===== config.mk =====
export PLATFORM = sky130hd
export DESIGN_NAME = hybrid_crypt_ctrl
export DESIGN_NICKNAME = d
export VERILOG_FILES = /design/src/rtl/hea_pkg.sv /design/src/rtl/hea_word_shifter.sv /design/src/rtl/hybrid_crypt_ctrl.sv
export SDC_FILE = /design/constraint.sdc
export NUM_CORES = 1
export LEC_CHECK = 0
export CAP_MARGIN = 25
export CORE_AREA = 4 4 329 331
export DETAILED_ROUTE_END_ITERATION = 10
export DIE_AREA = 0 0 333 335
export PLACE_DENSITY = 0.54
export SYNTH_ARGS = -nofsm -noshare
export SYNTH_HDL_FRONTEND = slang
export SYNTH_SLANG_ARGS = --single-unit

===== constraint.sdc =====
create_clock -name clk -period 2.6 [get_ports clk]
set_clock_uncertainty 0.05 [all_clocks]
set_input_delay 0.26 -clock clk [delete_from_list [all_inputs] [get_ports clk]]
set_output_delay 0.26 -clock clk [all_outputs]
set_load 0.1 [all_outputs]

===== src/rtl/hea_pkg.sv =====
// hea_pkg
//   Shared definitions for the HEA hybrid-encryption sequencer:
//   - hea_state_t   : sequencer state encoding
//   - HEA_MODE_*    : encrypt / decrypt mode values
//   - HEA_KEY_W/BUS_W : default key and CPU stream widths
package hea_pkg;

  localparam int HEA_KEY_W = 128;
  localparam int HEA_BUS_W = 32;

  localparam logic HEA_MODE_ENC = 1'b0;
  localparam logic HEA_MODE_DEC = 1'b1;

  typedef enum logic [2:0] {
    IDLE,
    RSA_RUN,
    HDR_OUT,
    HDR_IN,
    BLK_IN,
    AES_RUN,
    BLK_OUT,
    FINISH
  } hea_state_t;

endpackage


===== src/rtl/hea_word_shifter.sv =====
// hea_word_shifter
//   KEY_W-wide register that is filled or drained one BUS_W word at a time,
//   most-significant word first, or loaded in parallel. A word counter flags
//   the last word of a KEY_W group and wraps on it.
// Ports:
//   clk, rst_n     : clock, asynchronous active-low reset
//   clr            : clear data and word counter
//   load/load_data : parallel load (resets the word counter)
//   shift_in/in_word : shift a word in at the LSW end
//   shift_out      : drop the MSW, zero-fill the LSW end
//   out_word       : current MSW
//   data_in_next   : register value after a shift_in of in_word
//   last           : counter is on the final word of the group
module hea_word_shifter
  import hea_pkg::*;
#(
  parameter int KEY_W = HEA_KEY_W,
  parameter int BUS_W = HEA_BUS_W
) (
  input  logic             clk,
  input  logic             rst_n,
  input  logic             clr,
  input  logic             load,
  input  logic [KEY_W-1:0] load_data,
  input  logic             shift_in,
  input  logic [BUS_W-1:0] in_word,
  input  logic             shift_out,
  output logic [BUS_W-1:0] out_word,
  output logic [KEY_W-1:0] data_in_next,
  output logic             last
);

  localparam int WORDS = KEY_W / BUS_W;
  localparam int CNT_W = (WORDS > 1) ? $clog2(WORDS) : 1;

  logic [KEY_W-1:0] data_reg;
  logic [KEY_W-1:0] data_shift;
  logic [CNT_W-1:0] cnt_reg;

  generate
    if (WORDS > 1) begin : g_multi
      assign data_in_next = {data_reg[KEY_W-BUS_W-1:0], in_word};
      assign data_shift   = {data_reg[KEY_W-BUS_W-1:0], {BUS_W{1'b0}}};
    end else begin : g_single
      assign data_in_next = in_word;
      assign data_shift   = '0;
    end
  endgenerate

  assign out_word = data_reg[KEY_W-1 -: BUS_W];
  assign last     = (cnt_reg == CNT_W'(WORDS - 1));

  always_ff @(posedge clk or negedge rst_n) begin
    if (!rst_n) begin
      data_reg <= '0;
      cnt_reg  <= '0;
    end else if (clr) begin
      data_reg <= '0;
      cnt_reg  <= '0;
    end else if (load) begin
      data_reg <= load_data;
      cnt_reg  <= '0;
    end else if (shift_in) begin
      data_reg <= data_in_next;
      cnt_reg  <= last ? '0 : cnt_reg + CNT_W'(1);
    end else if (shift_out) begin
      data_reg <= data_shift;
      cnt_reg  <= last ? '0 : cnt_reg + CNT_W'(1);
    end
  end

endmodule


===== src/rtl/hybrid_crypt_ctrl.sv =====
// hybrid_crypt_ctrl
//   Sequencer for the HEA hybrid-encryption datapath. Drives an external RSA
//   core (key wrap/unwrap) and AES-128 core (block transform) over start/done
//   handshakes and streams header/payload words to/from the CPU, MSW first.
// Ports:
//   clk, rst_n                    : clock, asynchronous active-low reset
//   start_i, mode_i, num_blocks_i, sym_key_i : message request (latched in IDLE)
//   in_valid_i/in_data_i/in_ready_o    : CPU -> block word stream
//   out_valid_o/out_data_o/out_ready_i : block -> CPU word stream
//   rsa_*                         : RSA core handshake and operands
//   aes_*                         : AES core handshake and operands
//   busy_o, done_o, err_o         : status (done/err are one-cycle pulses)
module hybrid_crypt_ctrl
  import hea_pkg::*;
#(
  parameter int BUS_W       = HEA_BUS_W,
  parameter int KEY_W       = HEA_KEY_W,
  parameter int MAX_BLOCKS  = 16,
  parameter int TIMEOUT_CYC = 4096
) (
  input  logic                            clk,
  input  logic                            rst_n,
  input  logic                            start_i,
  input  logic                            mode_i,
  input  logic [$clog2(MAX_BLOCKS+1)-1:0] num_blocks_i,
  input  logic [KEY_W-1:0]                sym_key_i,
  input  logic                            in_valid_i,
  input  logic [BUS_W-1:0]                in_data_i,
  output logic                            in_ready_o,
  output logic                            out_valid_o,
  output logic [BUS_W-1:0]                out_data_o,
  input  logic                            out_ready_i,
  output logic                            rsa_start_o,
  output logic                            rsa_decrypt_o,
  output logic [KEY_W-1:0]                rsa_msg_o,
  input  logic [KEY_W-1:0]                rsa_result_i,
  input  logic                            rsa_done_i,
  output logic                            aes_start_o,
  output logic                            aes_decrypt_o,
  output logic [KEY_W-1:0]                aes_key_o,
  output logic [KEY_W-1:0]                aes_block_o,
  input  logic [KEY_W-1:0]                aes_result_i,
  input  logic                            aes_done_i,
  output logic                            busy_o,
  output logic                            done_o,
  output logic                            err_o
);

  localparam int NB_W = $clog2(MAX_BLOCKS + 1);
  localparam int WD_W = $clog2(TIMEOUT_CYC + 1);
  localparam logic [NB_W-1:0] MAX_NB = NB_W'(MAX_BLOCKS);

  hea_state_t       state_reg;
  logic             mode_reg;
  logic [NB_W-1:0]  blk_rem_reg;
  logic [WD_W-1:0]  wdog_reg;
  logic [KEY_W-1:0] key_reg;
  logic [KEY_W-1:0] rsa_msg_reg;
  logic [KEY_W-1:0] aes_block_reg;
  logic             rsa_dec_reg;
  logic             rsa_start_reg;
  logic             aes_start_reg;
  logic             done_reg;
  logic             err_reg;

  logic             in_fire, out_fire, rsa_ack, aes_ack, wd_expired, start_go;
  logic             sh_load, sh_last;
  logic [KEY_W-1:0] sh_load_data, sh_in_next;
  logic [NB_W-1:0]  nb_clamped;

  assign in_ready_o  = (state_reg == HDR_IN) || (state_reg == BLK_IN);
  assign out_valid_o = (state_reg == HDR_OUT) || (state_reg == BLK_OUT);
  assign in_fire     = in_valid_i && in_ready_o;
  assign out_fire    = out_valid_o && out_ready_i;
  assign start_go    = (state_reg == IDLE) && start_i;

  // A done coinciding with our own start pulse belongs to no operation of ours.
  assign rsa_ack    = (state_reg == RSA_RUN) && rsa_done_i && !rsa_start_reg;
  assign aes_ack    = (state_reg == AES_RUN) && aes_done_i && !aes_start_reg;
  assign wd_expired = (wdog_reg == WD_W'(TIMEOUT_CYC - 1));
  assign nb_clamped = (num_blocks_i > MAX_NB) ? MAX_NB : num_blocks_i;

  // Shifter is loaded with the RSA header (encrypt only) or the AES result.
  assign sh_load      = (rsa_ack && (mode_reg == HEA_MODE_ENC)) || aes_ack;
  assign sh_load_data = aes_ack ? aes_result_i : rsa_result_i;

  hea_word_shifter #(
    .KEY_W (KEY_W),
    .BUS_W (BUS_W)
  ) u_shifter (
    .clk          (clk),
    .rst_n        (rst_n),
    .clr          (start_go),
    .load         (sh_load),
    .load_data    (sh_load_data),
    .shift_in     (in_fire),
    .in_word      (in_data_i),
    .shift_out    (out_fire),
    .out_word     (out_data_o),
    .data_in_next (sh_in_next),
    .last         (sh_last)
  );

  assign busy_o        = (state_reg != IDLE);
  assign done_o        = done_reg;
  assign err_o         = err_reg;
  assign rsa_start_o   = rsa_start_reg;
  assign rsa_decrypt_o = rsa_dec_reg;
  assign rsa_msg_o     = rsa_msg_reg;
  assign aes_start_o   = aes_start_reg;
  assign aes_decrypt_o = (mode_reg == HEA_MODE_DEC);
  assign aes_key_o     = key_reg;
  assign aes_block_o   = aes_block_reg;

  always_ff @(posedge clk or negedge rst_n) begin
    if (!rst_n) begin
      state_reg     <= IDLE;
      mode_reg      <= HEA_MODE_ENC;
      blk_rem_reg   <= '0;
      wdog_reg      <= '0;
      key_reg       <= '0;
      rsa_msg_reg   <= '0;
      aes_block_reg <= '0;
      rsa_dec_reg   <= 1'b0;
      rsa_start_reg <= 1'b0;
      aes_start_reg <= 1'b0;
      done_reg      <= 1'b0;
      err_reg       <= 1'b0;
    end else begin
      rsa_start_reg <= 1'b0;
      aes_start_reg <= 1'b0;
      done_reg      <= 1'b0;
      err_reg       <= 1'b0;
      case (state_reg)
        IDLE: begin
          if (start_i) begin
            mode_reg    <= mode_i;
            blk_rem_reg <= nb_clamped;
            wdog_reg    <= '0;
            if (mode_i == HEA_MODE_ENC) begin
              key_reg       <= sym_key_i;
              rsa_msg_reg   <= sym_key_i;
              rsa_dec_reg   <= 1'b0;
              rsa_start_reg <= 1'b1;
              state_reg     <= RSA_RUN;
            end else begin
              key_reg   <= '0;
              state_reg <= HDR_IN;
            end
          end
        end
        RSA_RUN: begin
          wdog_reg <= wdog_reg + WD_W'(1);
          if (rsa_ack) begin
            if (mode_reg == HEA_MODE_ENC) begin
              state_reg <= HDR_OUT;
            end else begin
              key_reg <= rsa_result_i;
              if (blk_rem_reg == '0) begin
                done_reg  <= 1'b1;
                state_reg <= FINISH;
              end else begin
                state_reg <= BLK_IN;
              end
            end
          end else if (wd_expired) begin
            err_reg   <= 1'b1;
            state_reg <= IDLE;
          end
        end
        HDR_OUT: begin
          if (out_fire && sh_last) begin
            if (blk_rem_reg == '0) begin
              done_reg  <= 1'b1;
              state_reg <= FINISH;
            end else begin
              state_reg <= BLK_IN;
            end
          end
        end
        HDR_IN: begin
          if (in_fire && sh_last) begin
            rsa_msg_reg   <= sh_in_next;
            rsa_dec_reg   <= 1'b1;
            rsa_start_reg <= 1'b1;
            wdog_reg      <= '0;
            state_reg     <= RSA_RUN;
          end
        end
        BLK_IN: begin
          if (in_fire && sh_last) begin
            aes_block_reg <= sh_in_next;
            aes_start_reg <= 1'b1;
            wdog_reg      <= '0;
            state_reg     <= AES_RUN;
          end
        end
        AES_RUN: begin
          wdog_reg <= wdog_reg + WD_W'(1);
          if (aes_ack) begin
            state_reg <= BLK_OUT;
          end else if (wd_expired) begin
            err_reg   <= 1'b1;
            state_reg <= IDLE;
          end
        end
        BLK_OUT: begin
          if (out_fire && sh_last) begin
            blk_rem_reg <= blk_rem_reg - NB_W'(1);
            if (blk_rem_reg == NB_W'(1)) begin
              done_reg  <= 1'b1;
              state_reg <= FINISH;
            end else begin
              state_reg <= BLK_IN;
            end
          end
        end
        FINISH:  state_reg <= IDLE;
        default: state_reg <= IDLE;
      endcase
    end
  end

endmodule

==> flow_summary.toml, run 1 <==
[outcome]
status = "complete, no violations"

[hold_path]
hp-class = "input port to asynchronous set/reset pin"

[sta]
max_freq_ghz = 0.4066
worst_slack_ps = 140.4
rsz0062_at_grt = "false"
period_share = 0.9460
slew_headroom = 0.5209
fin_crit_ps = 2460
slew_viol_final = 0
hold_viol = 0
setup_viol = 0
whs_ps = 99.31
final.setup.tns_ps = 0
tightest_slew_ps = 718.6

[synthesis]
synthesis.area_um2 = 25050
synthArstFlopShare = 1.000
synth_cells = 2641
synth_nets = 3075
ys_ff_latch = 541
ys_seq_area_frac = 0.5404
synth_area_per_cell_um2 = 9.487
ys_types = 49
yosysWarnings = 0
synth_edf_count = 0
synth_ff_type = "dfrtp_1"

[placed_design]
dp_hpwl_um = 102400
pre_cts_slack_ps = 77.16
io_buffers = 853
gp_congestion = 0.8915

[critical_path]
worstPathArrival_ps = 2910
critPathMaxStageDelay_ps = 600
cp_num_buf_inv = 1
slowest_stage = "dfrtp_1"
crit_chain = "nor2_2 > and3_1 > a211o_1 > or3_4 > buf_4 > a22o_1"
endpoint_kind = "register"
worstPathMaxFanout = 39
cp.depth = 6
cp-start-kind = "register"
worst_ep_required_time_ps = 3050
crit_family = "simple AND/OR/NAND/NOR gates"
reg2regPathDepth = 6
critPathKind = "register to register"

[global_routing]
grt_pass1_vias = 24220
grt_usage = 0.2283
grt_max_degree = 127
antenna_found_initial = 39
overflow = 0
grt_pass1_wl_um = 184500

[routing]
drc_errors = 0
vias = 24290
vias_per_cell = 4.928
ant_nets = 0
firstDrtPassIters = 7
wl_per_cell_um = 27.11
routed_wirelength_um = 133600
drt_iter0_drc = 1668

[die]
initial_core_util = 0.2383
die_w_um = 333
dieHeight_um = 335
rows = 119
io_pins = 854
core-area_um2 = 105100
dieArea_um2 = 111600

[cts]
cts_tree = "built"
cts_setup_buffers = 0
cts-buffers-inserted = 71
root_buffer = "clkbuf_16"
clockBufferDepth = 3
clock_sinks = 541
clock_latency_ps = 630
clk_pin_slew_ps = 60
cts-htree-levels = 3

[run]
maxCapViolCount = 0

[finish]
finalNetCount = 3897
syn_to_final_growth_pct = 49.40
fillCellCount = 10840
drive_gt1_frac = 0.2315
-- worst paths after layout --
check	from	end	slack [ps]
max reg2reg	state_reg[1]$_DFFE_PN0P_	u_shifter.data_reg[102]$_DFFE_PN0P_	140
max	state_reg[1]$_DFFE_PN0P_	u_shifter.data_reg[102]$_DFFE_PN0P_	140
min reg2reg	aes_key_o[69]$_DFFE_PN0P_	aes_key_o[69]$_DFFE_PN0P_	430
min	rst_n	rsa_msg_o[16]$_DFFE_PN0P_	100
max in group asynchronous	rst_n	rsa_msg_o[92]$_DFFE_PN0P_	1420
min in group clk	mode_i	aes_key_o[0]$_DFFE_PN0P_	140
-- cells by family (layout without fill, tap and decap cells) --
logic type      count (synthesis)  after routing  synth area share
compound gates                793            793            0.1937
xor+xnor                        1              1         0.0003496
fa+ha+maj                       5              5          0.002497
buf+inv                       237           1112           0.04010
flops                         541            541            0.5404
mux                           131            131           0.05878
other cells                     0             22                 0
simple gates                  933            933            0.1642
-- layer usage --
metal,up-vias,global-route usage,part of all wire
met4,20,0.07201,0.030
li1,11010,-,-
met1,12080,0.2822,0.40
met3,187,0.08183,0.095
met5,-,0,0.00092
met2,995,0.3728,0.47
-- synthesized netlist by cell type (5+ instances only) --
| master | instances | area [um2] |
|---|---|---|
| nor3b_1 | 130 | 975.9 |
| and3_1 | 5 | 31.28 |
| ha_1 | 5 | 62.56 |
| a21oi_1 | 310 | 1551 |
| dfrtp_1 | 541 | 13540 |
| a221o_1 | 32 | 320.3 |
| o21ai_0 | 158 | 790.8 |
| nand2b_1 | 5 | 31.28 |
| buf_6 | 5 | 56.30 |
| nand2_1 | 516 | 1937 |
| mux2_2 | 129 | 1453 |
| nand3_1 | 12 | 60.06 |
| buf_1 | 9 | 33.78 |
| nor3_1 | 5 | 25.02 |
| nor2_1 | 240 | 900.9 |
| clkbuf_1 | 158 | 593.1 |
| inv_1 | 7 | 26.28 |
| a31oi_1 | 145 | 907.1 |
| buf_2 | 56 | 280.3 |
| a22o_1 | 130 | 1139 |
-- cell type report --
type                       instances  area (um2)  area share
inverter                           7       26.28   0.0007020
antenna                           22       55.05    0.001471
clock inverter                    22       279.0    0.007454
timing repair buffer             979        9059      0.2420
tap                             1391        1740     0.04650
multi-input combinational       1863       10620      0.2837
sequential                       541       13540      0.3617
clock buffer                     104        2111     0.05639
-- through the flow --
step / instance area [um2] / util / cells
6_report: 37430 / 0.3561 / 4929
5_1_grt: 37410 / 0.3559 / 4923
4_1_cts: 37370 / 0.3555 / 4907
3_5_place_dp: 34970 / 0.3327 / 4780
3_3_place_gp: 34970 / 0.3327 / 4780
2_1_floorplan: 25060 / - / 2641
-- cell usage in the layout (no fill, tap or decap), types with 4 or more instances in the layout --
master           instances
dfrtp_1                540
nand2_1                514
buf_4                  499
clkdlybuf4s50_1        426
a21oi_1                309
nor2_1                 239
o21ai_0                158
a31oi_1                145
nor3b_1                130
a22o_1                 130
mux2_2                 129
clkbuf_16               71
buf_12                  50
a221o_1                 32
diode_2                 22
clkbuf_8                21
clkbuf_1                12
nand3_1                 10
inv_1                    7
clkinv_2                 6
nand2b_1                 5
and3_1                   5
ha_1                     5
inv_6                    5
nor3_1                   4
nand4_1                  4
bufinv_16                4
-- timing repair --
action,in CTS,in global routing
endpoints found under the setup margin,1,1
endpoints found under the hold margin,119,0
hold buffers,1,0
pin swaps,0,0
gates resized for setup,1,1
Power of run 1 is left out: the tool's default activity adds up to more than one toggle a clock period on the data nets, which glitch-free logic cannot reach.
==> run 2: changes to the inputs <==
Settings changed: CORE_AREA 4 4 329 331 to 4 4 332 334, DIE_AREA 0 0 333 335 to 0 0 336 338.
Clock period 2.6 ns to 2.5 ns, I/O delays scaled along.
==> run 2 against run 1 <==
Effect of this change:
- count of clock-buffer cells in the layout fell by 5
- fmax rose by 3.0%
- register-to-register slack got worse by 30 ps
- first-iteration DRC count decreased by 6.4%
- global-route usage about the same
- critical path depth grew 1
- via count fell by 0.34%
- cell area fell by 0.45%
- sequential cell count did not move
- core utilization decreased by 0.75 points
- wire length up 0.78%
- worst hold slack better by 4.3 ps
- largest cell class unchanged
- highest routed layer unchanged
==> flow_summary.toml, run 2 (synthesized netlist as in run 1, its figures left out) <==
[outcome]
status = "complete, no violations"

[finish]
finalNonFillerCells = 4925
finalNetCount = 3891
final_core_util = 0.3486
layout_common_cells = "dfrtp_1, nand2_1, buf_4"
final_area_um2 = 37260
syn_to_final_growth_pct = 48.73
final_common_cell = "dfrtp_1"
drive_gt1_frac = 0.2283

[sta]
slew_headroom = 0.3449
hold_viol = 0
max_freq_ghz = 0.4187
slew_viol_final = 0
period_share = 0.9553
fin_crit_ps = 2388
tightest_slew_ps = 980.2
rsz0062_at_grt = "false"
final.setup.tns_ps = 0
setup_viol = 0

[die]
die_w_um = 336
dieHeight_um = 338
core-area_um2 = 106900
dieArea_um2 = 113600
initial_core_util = 0.2344
io_pins = 854
rows = 120

[routing]
firstDrtPassIters = 5
wl_per_cell_um = 27.34
ant_nets = 0
routed_wirelength_um = 134700
drc_errors = 0
drt_iter0_drc = 1562
vias = 24210
vias_per_cell = 4.915

[global_routing]
grt_pass1_vias = 24250
antenna_found_initial = 26
grt_usage = 0.2284
grt_pass1_wl_um = 186300
grt_max_degree = 121
overflow = 0

[run]
maxCapViolCount = 0

[critical_path]
endpoint_kind = "register"
worst_ep_required_time_ps = 2920
reg2regPathDepth = 7
r2r_slack_ps = 110
cp-start-kind = "register"
rr_endpoint = "aes_key_o[67]$_DFFE_PN0P_"
worstPathArrival_ps = 2810
reg2reg_from = "state_reg[0]$_DFFE_PN0P_"
critPathKind = "register to register"
worstPathMaxFanout = 120

[cts]
clock_latency_ps = 650
root_buffer = "clkbuf_16"
cts-buffers-inserted = 69
cts-htree-levels = 3
cts_setup_buffers = 0
clockBufferDepth = 3
clock_sinks = 541
clk_pin_slew_ps = 60
cts_tree = "built"

[placed_design]
place_area_um2 = 34900
dpl.cell_count = 4787
dp_hpwl_um = 102100
gp_congestion = 0.8878
io_buffers = 853

[hold_path]
hp-class = "input port to asynchronous set/reset pin"
-- run 2: changes by cell type in the layout (fill, tap and decap cells not counted), sizes merged --
cell,change
bufinv,-1
buf,-5
dlygate4sd3,+1
clkinv,+8
diode,-9
clkbuf,-5
inv,-5
-- run 2: how the worst max path moves through the flow --
stage	start	endpoint	slack (ps)	cells past startpoint
6_report	state_reg[0]$_DFFE_PN0P_	aes_key_o[67]$_DFFE_PN0P_	110	7
5_1_grt	state_reg[0]$_DFFE_PN0P_	aes_key_o[62]$_DFFE_PN0P_	20	7
4_1_cts	state_reg[1]$_DFFE_PN0P_	u_shifter.data_reg[76]$_DFFE_PN0P_	180	8
3_5_place_dp	rsa_done_i	u_shifter.data_reg[76]$_DFFE_PN0P_	110	8
3_3_place_gp	rsa_done_i	u_shifter.data_reg[76]$_DFFE_PN0P_	110	8
2_1_floorplan	rsa_start_o$_DFF_PN0_	aes_key_o[0]$_DFFE_PN0P_	80	9
-- run 2: routing by layer --
layer	track usage	up-vias	share of wire	wire, um
met5	0	-	0.00046	62
met1	0.2843	12090	0.41	55300
li1	-	10980	-	-
met3	0.07335	161	0.089	12000
met2	0.3816	963	0.48	64120
met4	0.06308	10	0.024	3186
-- run 2: final cells by class --
cell class / instances / area, um2
Tap cell: 1403 / 1755
Inverter: 7 / 26.28
Fill cell: 11050 / 69640
Multi-Input combinational cell: 1863 / 10630
Sequential cell: 541 / 13540
Clock inverter: 24 / 327.8
Antenna cell: 13 / 32.53
Clock buffer: 99 / 1979
Timing Repair Buffer: 975 / 8977
-- run 2: critical path, cell delays in order, from the launching register on --
cell and delay [ps]:
dfrtp_1 450, buf_4 200, nand2b_1 100, buf_4 240, nor3_2 90, a21oi_4 240, buf_12 320, o21ai_0 240
-- run 2: timing repair --
item                                    4_1_cts  5_1_grt
endpoints found under the setup margin        0        0
resized for setup                             0        0
endpoints found under the hold margin       119        0
hold buffers                                  2        0
-- run 2: per-stage QoR --
| stage | hold WS, ps | setup WS, ps |
|---|---|---|
| floorplan | -95.59 | 80.71 |
| global placement | 186.9 | 105.2 |
| detailed placement | 193.0 | 108.0 |
| CTS | 80.68 | 178.2 |
| global route | 120.7 | 17.34 |
| finish | 103.6 | 111.8 |
Power of run 2 is left out for the same reason.
==> run 3: changes to the inputs <==
Settings changed: CORE_AREA 4 4 332 334 to 2 2 330 332, DIE_AREA 0 0 336 338 to 0 0 332 334, PLACE_DENSITY 0.54 to unset, PLACE_DENSITY_LB_ADDON set to 0.25.
Clock period 2.5 ns to 2.3 ns, I/O delays scaled along.
==> run 3 against run 2 <==
Effect of this change:
- register-to-register slack worse by 20 ps
- wire length rose by 1.2%
- via count rose by 1.5%
- non-clock buffer count up 59
- worst setup slack worse by 34 ps
- die area down 2.4%
- global-route usage is 1.0 points higher
- count of clock-buffer cells in the layout down 1
- final cell count grew 1.6%
- largest cell class unchanged
- highest routed layer unchanged
==> flow_summary.toml, run 3 (synthesized netlist as in run 1, its figures left out) <==
[outcome]
status = "complete, no violations"

[cts]
cts-htree-levels = 3
root_buffer = "clkbuf_16"
clock_latency_ps = 650
clock_sinks = 541
cts_tree = "built"
clk_pin_slew_ps = 70
cts-buffers-inserted = 71
clockBufferDepth = 3

[die]
dieArea_um2 = 110900
dieHeight_um = 334
core-area_um2 = 107800
io_pins = 854
die_w_um = 332
initial_core_util = 0.2324
rows = 121

[placed_design]
dp_hpwl_um = 103900
pre_cts_slack_ps = -132.6
io_buffers = 853
gp_congestion = 0.9056

[global_routing]
grt_max_degree = 67
overflow = 0
grt_usage = 0.2387
antenna_found_initial = 31
grt_pass1_wl_um = 189700
grt_pass1_vias = 24510

[critical_path]
path_common_cell = "buf_12"
critPathKind = "register to primary output"
worstPathMaxFanout = 12
worstPathArrival_ps = 1940
worst_ep_required_time_ps = 2020
crit_chain = "buf_6 > nand3_4 > buf_12 > buf_16 > nand2_8 > buf_12"
cp-start-kind = "register"
critPathMaxStageDelay_ps = 440
endpoint_kind = "primary output"
slowest_stage = "dfrtp_2"

[routing]
firstDrtPassIters = 6
drc_errors = 0
routed_wirelength_um = 136200
wl_per_cell_um = 27.22
vias_per_cell = 4.910
vias = 24570
ant_nets = 0
drt_iter0_drc = 1676

[sta]
fin_crit_ps = 2222
final.setup.tns_ps = 0
period_share = 0.9661
worst_slack_ps = 78.01
slew_headroom = 0.4306
tightest_slew_ps = 854.1
rsz0062_at_grt = "false"
max_freq_ghz = 0.4500
slew_viol_final = 0
hold_viol = 0
setup_viol = 0

[hold_path]
hp-class = "input port to register"

[finish]
finalNetCount = 3952
syn_to_final_growth_pct = 52.54
final_common_cell = "buf_4"
final_core_util = 0.3545
seqCellArea_um2 = 13540
multiInputGateArea_um2 = 10650
layout_common_cells = "buf_4, dfrtp_1, nand2_1"
drive_gt1_frac = 0.2476
fillCellCount = 11090

[run]
maxCapViolCount = 0
[run 3: per-layer routing]
| layer | wire (um) | part of all wire | track usage | vias to the layer above |
|---|---|---|---|---|
| li1 | - | - | - | 11100 |
| met1 | 57700 | 0.42 | 0.3033 | 12310 |
| met2 | 64380 | 0.47 | 0.3910 | 960 |
| met3 | 10560 | 0.077 | 0.06854 | 190 |
| met4 | 3455 | 0.025 | 0.07379 | 20 |
| met5 | 139 | 0.0010 | 0 | - |
[run 3: repair_timing]
item                       4_1_cts  5_1_grt
setup endpoints to repair        4       11
cloned                           2        0
hold buffers                     2        0
buffers inserted                 1        0
pin swaps                        0        0
resized for setup               12        1
hold endpoints to repair        42        0
[run 3: path summary, 6_finish.rpt]
path                                     startpoint                                  end  slack, ps  depth (start not counted)
max in group asynchronous                     rst_n            aes_key_o[89]$_DFFE_PN0P_       1180                          3
min reg2reg                wdog_reg[12]$_DFFE_PN0P_             wdog_reg[12]$_DFFE_PN0P_        430                          1
max                        state_reg[1]$_DFFE_PN0P_                           in_ready_o         80                          6
min                                   sym_key_i[19]            rsa_msg_o[19]$_DFFE_PN0P_        120                          3
min in group asynchronous                     rst_n            rsa_msg_o[47]$_DFFE_PN0P_        160                          2
max reg2reg                state_reg[1]$_DFFE_PN0P_  u_shifter.data_reg[104]$_DFFE_PN0P_         90                          6
[run 3: final cells by class]
type | count | share of cell area
Tap cell | 1414 | 0.04629
Timing Repair Buffer | 1034 | 0.2533
Sequential cell | 541 | 0.3544
Multi-Input combinational cell | 1863 | 0.2786
Clock inverter | 32 | 0.01090
Antenna cell | 16 | 0.001048
Clock buffer | 98 | 0.05468
Inverter | 7 | 0.0006875
[run 3: metrics by stage]
step / area [um2] / hold WS [ps] / cells
2_1_floorplan: 25070 / -115.6 / 2641
3_3_place_gp: 35510 / 299.6 / 4853
3_5_place_dp: 35510 / 288.0 / 4853
4_1_cts: 38150 / 50.12 / 4988
5_1_grt: 38210 / 93.62 / 5004
6_report: 38220 / 121.9 / 5005
[run 3: worst max-delay path, delay by kind of cell, from the launching register on]
family | cells | cell delay (ps)
buf+inv | 4 | 660
flops | 1 | 440
simple gates | 2 | 180
Power of run 3 is left out for the same reason.
